===== src/rtl/i2s_audio_out.sv =====
// i2s_audio_out: 2-entry sample FIFO feeding a mono I2S transmitter.
// 12-bit offset-binary samples are converted to left-justified 16-bit two's
// complement words and sent in both the left and right slots of each frame.
module i2s_audio_out #(
  parameter int BCLK_DIV = 4
) (
  input  logic        clk,
  input  logic        rst_n,
  input  logic [11:0] sample_in,
  input  logic        sample_valid,
  output logic        sample_ready,
  output logic        i2s_bclk,
  output logic        i2s_lrclk,
  output logic        i2s_sdata,
  output logic        frame_start,
  output logic        underrun
);

  localparam int                DATA_W   = 12;
  localparam int                WORD_W   = 16;
  localparam logic [7:0]        DIV_LAST = 8'(BCLK_DIV - 1);
  localparam logic [DATA_W-1:0] SILENCE  = 12'h800;

  // Offset binary -> two's complement, left-justified into the 16-bit slot.
  function automatic logic signed [WORD_W-1:0] to_word(input logic [DATA_W-1:0] s);
    return {~s[DATA_W-1], s[DATA_W-2:0], 4'b0000};
  endfunction

  // Bit driven while bit_cnt = n. Slots are delayed by one BCLK, so n = 1..16
  // carries word[15..0] and n = 17..31 carries word[15..1]; n = 0 carries the
  // LSB of the word still held (the previous frame's right word).
  function automatic logic word_bit(input logic [WORD_W-1:0] w, input logic [4:0] n);
    logic [3:0] idx;
    if (n != 5'd0 && n <= 5'd16) idx = 4'(5'd16 - n);
    else                         idx = 4'(5'd0 - n);
    return w[idx];
  endfunction

  logic [7:0]               div_cnt;
  logic [4:0]               bit_cnt;
  logic [4:0]               bit_cnt_nxt;
  logic [1:0]               fifo_cnt;
  logic                     wr_ptr;
  logic                     rd_ptr;
  logic [DATA_W-1:0]        fifo_mem [2];
  logic [DATA_W-1:0]        held_sample;
  logic signed [WORD_W-1:0] word_cur;
  logic                     div_tc;
  logic                     bclk_fall;
  logic                     frame_wrap;
  logic                     push;
  logic                     pop;

  assign sample_ready = (fifo_cnt < 2'd2);
  assign push         = sample_valid & sample_ready;
  assign div_tc       = (div_cnt == DIV_LAST);
  assign bclk_fall    = div_tc & i2s_bclk;
  assign frame_wrap   = bclk_fall & (bit_cnt == 5'd31);
  assign pop          = frame_wrap & (fifo_cnt != 2'd0);
  assign bit_cnt_nxt  = bit_cnt + 5'd1;
  assign word_cur     = to_word(held_sample);

  // FIFO storage: written on accept only, contents qualified by fifo_cnt.
  always_ff @(posedge clk) begin
    if (push) fifo_mem[wr_ptr] <= sample_in;
  end

  // FIFO pointers and occupancy; simultaneous push/pop leaves count unchanged.
  always_ff @(posedge clk or negedge rst_n) begin
    if (!rst_n) begin
      wr_ptr   <= 1'b0;
      rd_ptr   <= 1'b0;
      fifo_cnt <= 2'd0;
    end else begin
      if (push) wr_ptr <= ~wr_ptr;
      if (pop)  rd_ptr <= ~rd_ptr;
      case ({push, pop})
        2'b10:   fifo_cnt <= fifo_cnt + 2'd1;
        2'b01:   fifo_cnt <= fifo_cnt - 2'd1;
        default: fifo_cnt <= fifo_cnt;
      endcase
    end
  end

  // BCLK divider and bit clock generation.
  always_ff @(posedge clk or negedge rst_n) begin
    if (!rst_n) begin
      div_cnt  <= 8'd0;
      i2s_bclk <= 1'b0;
    end else if (div_tc) begin
      div_cnt  <= 8'd0;
      i2s_bclk <= ~i2s_bclk;
    end else begin
      div_cnt  <= div_cnt + 8'd1;
    end
  end

  // Bit position, word select and serial data all move on the BCLK fall.
  always_ff @(posedge clk or negedge rst_n) begin
    if (!rst_n) begin
      bit_cnt   <= 5'd0;
      i2s_lrclk <= 1'b0;
      i2s_sdata <= 1'b0;
    end else if (bclk_fall) begin
      bit_cnt   <= bit_cnt_nxt;
      i2s_lrclk <= bit_cnt_nxt[4];
      i2s_sdata <= word_bit(word_cur, bit_cnt_nxt);
    end
  end

  // Frame load: pop the FIFO head into the held sample, or flag underrun and
  // keep repeating the last sample.
  always_ff @(posedge clk or negedge rst_n) begin
    if (!rst_n) begin
      held_sample <= SILENCE;
      frame_start <= 1'b0;
      underrun    <= 1'b0;
    end else begin
      frame_start <= frame_wrap;
      underrun    <= frame_wrap & (fifo_cnt == 2'd0);
      if (pop) held_sample <= fifo_mem[rd_ptr];
    end
  end

endmodule


===== config.mk =====
export PLATFORM = sky130hd
export DESIGN_NAME = i2s_audio_out
export DESIGN_NICKNAME = d
export VERILOG_FILES = /design/src/rtl/i2s_audio_out.sv
export SDC_FILE = /design/constraint.sdc
export NUM_CORES = 1
export LEC_CHECK = 0
export ABC_AREA = 1
export CORE_MARGIN = 3
export CORE_UTILIZATION = 50
export CTS_CLUSTER_SIZE = 30
export DETAILED_ROUTE_END_ITERATION = 8
export PLACE_DENSITY = 0.73
export SLEW_MARGIN = 20
export SYNTH_ARGS = -nofsm -noshare
export SYNTH_HDL_FRONTEND = slang
export SYNTH_SLANG_ARGS = --single-unit

===== constraint.sdc =====
create_clock -name clk -period 1.85 [get_ports clk]
set_input_delay 0.2775 -clock clk [delete_from_list [all_inputs] [get_ports clk]]
set_output_delay 0.2775 -clock clk [all_outputs]
set_load 0.03 [all_outputs]

==> results of run 1 <==
synthesized netlist by cell type:
cell type | number | area (um2)
ha_1 | 4 | 50.1
xor2_1 | 5 | 43.8
and3_1 | 1 | 6.26
nand3_1 | 21 | 105
buf_2 | 1 | 5.00
dfrtp_1 | 32 | 801
buf_6 | 2 | 22.5
nand2_4 | 3 | 33.8
nand4_1 | 2 | 12.5
nor3_1 | 3 | 15.0
inv_6 | 2 | 17.5
o21ai_0 | 5 | 25.0
dfstp_2 | 1 | 26.3
edfxtp_1 | 24 | 721
inv_1 | 19 | 71.3
nor2_4 | 1 | 11.3
clkbuf_1 | 3 | 11.3
nor2_1 | 12 | 45.0
nor2_2 | 1 | 6.26
xnor2_1 | 3 | 26.3
nand2_1 | 121 | 454
clkinv_1 | 1 | 3.75
nor3b_1 | 1 | 7.51
nand2_2 | 1 | 6.26
a21oi_1 | 1 | 5.00
cells by family (layout without fill, tap and decap cells):
family / count (synthesis) / count (layout)
AND/OR/NAND/NOR: 167 / 167
XOR/XNOR: 8 / 8
buffers and inverters: 28 / 74
AO/OA/AOI/OAI: 6 / 6
adder cells (fa/ha/maj): 4 / 4
flip-flops: 57 / 57
area by class of cell:
class	count	area, um2
repair buffers	36	320
well taps	67	83.8
flip-flops and latches	57	1550
clock buffers	10	138
clock inverters	6	81.3
inverters	22	92.6
fillers	381	1670
multi-input cells	185	882
routing by layer:
layer  vias to the layer above  track usage  share of wire
li1                        941            -              -
met1                       829        0.199           0.44
met2                        39        0.263           0.49
met3                         9       0.0575          0.049
met4                         0       0.0783          0.016
met5                         -            0              0
registers in the layout (all words and copies together) (netlist names):
signal       flops
wr_ptr           1
i2s_bclk         1
held_sample     12
i2s_lrclk        1
fifo_mem        24
i2s_sdata        1
rd_ptr           1
bit_cnt          4
frame_start      1
div_cnt          8
underrun         1
fifo_cnt         2
power groups by stage:
stage / sequential [mW] / clock, mW / combinational, mW
after floorplan: 1.34 / 0 / 0.000000628
after global placement: 1.34 / 0 / 0.0468
after detailed placement: 1.34 / 0 / 0.0479
after CTS: 1.32 / 1.29 / 0.0480
after global routing: 1.32 / 1.37 / 0.0528
final: 1.32 / 1.26 / 0.0465
metrics by stage:
step | instance area, um2 | setup TNS [ps]
finish | 3150 | 0
global route | 3150 | -50.8
CTS | 3130 | 0
detailed placement | 2920 | 0
global placement | 2920 | 0
floorplan | 2560 | -99.3
cell usage in the layout, fill, tap and decap left out, drive strengths merged, types with 2 or more instances in the layout:
cell type,instances
nand2,125
clkdlybuf4s50,20
xnor2,3
inv,20
clkinv,5
nand4,2
o21ai,5
ha,4
nor3,3
clkbuf,10
dfrtp,32
nor2,14
edfxtp,24
nand3,21
xor2,5
buf,16
bufinv,2
repair_timing:
item                                    in CTS  in global routing
endpoints found under the setup margin       0                  1
resized for setup                            0                  3
buffers inserted                             0                  1
critical path: cells and delay by family, from the launching register on:
kind / cells / cell delay (ps)
buffers and inverters: 2 / 810
flip-flops: 1 / 360
how the worst min path moves through the flow:
stage / cells past startpoint / startpoint / to
after floorplan: 0 / rst_n / bit_cnt[0]$_DFFE_PN0P_
after global placement: 1 / div_cnt[0]$_DFF_PN0_ / div_cnt[0]$_DFF_PN0_
after detailed placement: 2 / held_sample[1]$_DFFE_PN0P_ / held_sample[1]$_DFFE_PN0P_
after CTS: 2 / rst_n / i2s_lrclk$_DFFE_PN0P_
after global routing: 2 / rst_n / div_cnt[2]$_DFF_PN0_
final: 2 / rst_n / i2s_lrclk$_DFFE_PN0P_
==> results_dict.tcl, run 1 <==
set metrics [dict create \
    run_status "completed" \
    clockBufferDepth 2 \
    cts.hold.buffers_added 0 \
    grt_setup_unrepaired "true" \
    port_buffers 20 \
    power_density_nw_per_um2 836 \
    tritoncts "yes" \
    final_setup_violation_count 0 \
    slowest_delay_ps 690 \
    utilization 0.653 \
    main_combinational_cell_family_by_area_after_synthesis "simple AND/OR/NAND/NOR gates" \
    h-tree-depth 3 \
    finalWeightedCongestion 0.860 \
    floorplan.die_area_um2 5950 \
    postSynthRegisterBits 57 \
    synth_seq_area_share 0.611 \
    slew_headroom 0.727 \
    synth_simple_gate_area_frac 0.278 \
    area_growth_syn_to_layout_pct 24.2 \
    viasPerCell 4.75 \
    synth-compound-area-share 0.0119 \
    slew_violations 0 \
    drt_first_pass_iters 4 \
    first_global_vias 1754 \
    cellInternalPower_mw 2.13 \
    grt_overflow_total 0 \
    vdd_ir_drop_max_mv 0.513 \
    detail_route.drc_violations 0 \
    critical_path.cell_chain "inv_1, clkdlybuf4s50_1" \
    hold_class "in2async" \
    final_wirelength_um 4240 \
    worstSkewPairLatency_ps 340 \
    synthesis.area_um2 2530 \
    worst_setup_hold_path_clk_slew_ps 70 \
    vias 1818 \
    nets_final 330 \
    rr_startpoint "div_cnt[0]$_DFF_PN0_" \
    number_of_instances_in_the_synthesized_netlist 270 \
    cp_arrival_ps 1510 \
    post-place-ws_ps 82.9 \
    placedCellCount 366 \
    kind_of_end_point_of_the_critical_path "output pin" \
    share_comb_of_total_power 0.018 \
    avgRoutedWirePerCell_um 11.1 \
    synth.yosys.warnings 0 \
    row_count 25 \
    path_class "reg2out" \
    total_power_mw 2.63 \
    total_switching_power_mw 0.499 \
    achievable-frequency_ghz 0.559 \
    detailedPlacementHpwl_um 2910 \
    final_critical_path_setup_slack_ps 61.7 \
    postRouteAntennaNets 0 \
    max_slew.worst_pin.slew_ps 410 \
    floorplan.initialDensity 0.526 \
    post_synthesis_mux_area_share 0 \
    drive_gt1_frac 0.152 \
    antennaDiodeCount 0 \
    fin_skew_ps 8.89 \
    drtIter0Drc 72 \
    yosys.area_share.xor_xnor 0.0277 \
    path_max_fanout 4 \
    cts_buffers 9 \
    critical_path_required_ps 1570 \
    grtUsageTotal 0.165 \
    layout_min_cycle_time_ps 1790 \
    pin_count_of_the_biggest_net_entering_global_routing 34 \
    mappedNetlistNets 289 \
    p_seq_frac 0.502 \
    ff2ff_path_depth 13 \
    cap_violations 0 \
    io-pin-count 21 \
    crit_path_start "fifo_cnt[1]$_DFFE_PN0P_" \
    adder_cell_area_share_of_the_yosys_netlist 0.0198 \
    ys_types 25 \
    slowest_stage "clkdlybuf4s50_1" \
    r2r-end "fifo_cnt[1]$_DFFE_PN0P_" \
    timing.critical_path.to "sample_ready" \
    core_area_um2 4820 \
    mean_instance_size_in_the_synthesized_netlist_um2 9.38 \
    sw_frac_of_total 0.190 \
    fin_hold_ws_ps 344 \
    timing_hold_violations_final 0 \
    leakage_power_summed_over_all_cells_nw 1.53 \
    pwr-share-clk 0.481 \
    ff2ff_setup_slack_ps 70 \
    clock_sink_count 57 \
    global_route_wire_length_before_repair_um 7600 \
    cts_root_cell "clkbuf_8" \
    timing.final.crit_share 0.967 \
    instances_no_fill 383 \
    die_width_um 77.2 \
    antenna_found_initial 0 \
    die_height_um 77.2 \
    crit_path_start_kind "flip-flop" \
]
Note: power is estimated with default switching activity, not from simulation.
==> run 2: changes to the inputs <==
--- a/config.mk
+++ b/config.mk
@@ -10,8 +10,10 @@
 export CORE_UTILIZATION = 50
 export CTS_CLUSTER_SIZE = 30
 export DETAILED_ROUTE_END_ITERATION = 8
+export HOLD_SLACK_MARGIN = 0.05
 export PLACE_DENSITY = 0.73
 export SLEW_MARGIN = 20
 export SYNTH_ARGS = -nofsm -noshare
 export SYNTH_HDL_FRONTEND = slang
 export SYNTH_SLANG_ARGS = --single-unit
+export TNS_END_PERCENT = 30
==> results of run 2 <==
Same layout as run 1: the final DEF is identical, and so are final timing and power.
==> run 3: changes to the inputs <==
--- a/config.mk
+++ b/config.mk
@@ -8,6 +8,7 @@
 export ABC_AREA = 1
 export CORE_MARGIN = 3
 export CORE_UTILIZATION = 50
+export CTS_BUF_LIST = sky130_fd_sc_hd__clkbuf_4
 export CTS_CLUSTER_SIZE = 30
 export DETAILED_ROUTE_END_ITERATION = 8
 export HOLD_SLACK_MARGIN = 0.05
==> run 3 against run 2 <==
Combinational power hardly changed. Sequential power is essentially flat. Count of clock-buffer cells in the layout is 1 lower. Register-to-register slack barely moved. Non-clock buffer count unchanged. Via count shrank 0.61%. Critical path depth grew 11. Sequential share of layout area grew 1.0 points. Sequential cell count did not move. Hold slack worse by 63 ps. Fmax about the same. Largest power group unchanged. Cell count unchanged.
==> results_dict.tcl, run 3 (synthesis gave the netlist of run 1 again) <==
set metrics [dict create \
    run_status "completed" \
    layout.cells.most_common_list "nand2_1, dfrtp_1, edfxtp_1" \
    finalWeightedCongestion 0.860 \
    io-pin-count 21 \
    avgRoutedWirePerCell_um 11.1 \
    floorplan.die_area_um2 5950 \
    largest_reg_flops 24 \
    port_buffers 20 \
    hold_class "in2async" \
    grt_overflow_total 0 \
    fin_skew_ps 14.6 \
    kind_of_end_point_of_the_critical_path "flip-flop" \
    registers_with_the_most_flip_flops "fifo_mem x24, held_sample x12, div_cnt x8" \
    slew_violations 0 \
    vias 1807 \
    first_global_vias 1743 \
    die_width_um 77.2 \
    antennaDiodeCount 0 \
    final_wirelength_um 4240 \
    path_class "reg2reg" \
    viasPerCell 4.72 \
    area_growth_syn_to_layout_pct 21.6 \
    drive_gt1_frac 0.149 \
    cts_root_cell "clkbuf_4" \
    layout_min_cycle_time_ps 1790 \
    floorplan.initialDensity 0.526 \
    worstSkewPairLatency_ps 390 \
    detail_route.drc_violations 0 \
    nets_final 330 \
    critical_path.cell_chain "ha_2, nand2_2, nor2_4, nand2_4, inv_6, nand2_4, clkinv_4, nand2_4, inv_2, ha_4, a21oi_2, o21ai_1, xor2_1" \
    drt_first_pass_iters 4 \
    cts_buffers 9 \
    clockBufferDepth 2 \
    worst_setup_hold_path_clk_slew_ps 100 \
    leakage_power_summed_over_all_cells_nw 1.53 \
    core_area_um2 4820 \
    vdd_ir_drop_max_mv 0.463 \
    tritoncts "yes" \
    detailedPlacementHpwl_um 2910 \
    layout.filler_cells 395 \
    die_height_um 77.2 \
    pin_count_of_the_biggest_net_entering_global_routing 34 \
    drtIter0Drc 81 \
    global_route_wire_length_before_repair_um 7530 \
    slowest_delay_ps 380 \
    cts.hold.buffers_added 0 \
    max_flop_register "fifo_mem" \
    slowest_stage "dfrtp_1" \
    cp_arrival_ps 2070 \
    h-tree-depth 3 \
    antenna_found_initial 0 \
    layout_commonest_cell "nand2_1" \
    slew_headroom 0.725 \
    achievable-frequency_ghz 0.559 \
    max_slew.worst_pin.slew_ps 413 \
    timing.final.crit_share 0.966 \
    path_max_fanout 6 \
    crit_path_frequent_cell "nand2_4" \
    grtUsageTotal 0.164 \
    postRouteAntennaNets 0 \
    power_density_nw_per_um2 762 \
    worst_path_top_cell_family_by_delay "adder cells" \
    fin_hold_ws_ps 281 \
    critical_path_required_ps 2130 \
    cap_violations 0 \
    clock_sink_count 57 \
    crit_path_start_kind "flip-flop" \
    final_setup_violation_count 0 \
    instances_no_fill 383 \
    placedCellCount 366 \
    grt_setup_unrepaired "true" \
    row_count 25 \
    crit_buf_inv 3 \
    timing_hold_violations_final 0 \
]
-- run 3: final timing paths --
kind | from | to | slack, ps | cells after the start
min in group clk | sample_in[8] | fifo_mem[1][8]$_DFFE_PP_ | 470 | 1
max in group asynchronous | rst_n | held_sample[11]$_DFFE_PN1P_ | 1220 | 2
worst min-delay path | rst_n | i2s_lrclk$_DFFE_PN0P_ | 280 | 2
worst max-delay path | div_cnt[0]$_DFF_PN0_ | fifo_cnt[1]$_DFFE_PN0P_ | 60 | 13
worst min register to register | held_sample[11]$_DFFE_PN1P_ | held_sample[11]$_DFFE_PN1P_ | 480 | 2
worst max register to register | div_cnt[0]$_DFF_PN0_ | fifo_cnt[1]$_DFFE_PN0P_ | 60 | 13
-- run 3: per-layer routing --
layer,GRT usage,share of wire,vias up
met3,0.0575,0.042,5
met4,0.0836,0.018,0
met1,0.197,0.45,833
met5,0,0,-
met2,0.262,0.49,29
li1,-,-,940
-- run 3: what timing repair did --
action                     CTS  global route
buffers inserted             0             1
pin swaps                    0             4
resized for setup            1             4
setup endpoints to repair    1             2
-- run 3: layout make-up --
| cell class | count | area [um2] | area share |
|---|---|---|---|
| Inverter | 22 | 92.6 | 0.0301 |
| Tap cell | 67 | 83.8 | 0.0272 |
| Multi-Input combinational cell | 185 | 882 | 0.286 |
| Clock inverter | 7 | 85.1 | 0.0276 |
| Clock buffer | 9 | 67.6 | 0.0219 |
| Sequential cell | 57 | 1550 | 0.502 |
| Timing Repair Buffer | 36 | 322 | 0.104 |
-- run 3: power by group --
group          internal, mW  switching (mW)  leakage (nW)
Clock                 0.535           0.450        0.0808
Sequential             1.32               0         0.648
Combinational        0.0271          0.0195         0.799
Total                  1.88           0.469          1.53
-- run 3: stage by stage --
step	TNS, ps	setup slack [ps]	util	total power [mW]	instance area (um2)
floorplan	-99.3	-99.3	-	1.34	2560
global route	-57.5	-57.5	0.639	2.46	3080
CTS	0	41.9	0.637	2.38	3070
global placement	0	110	0.605	1.39	2920
detailed placement	0	82.9	0.605	1.39	2920
finish	0	62.3	0.639	2.35	3080
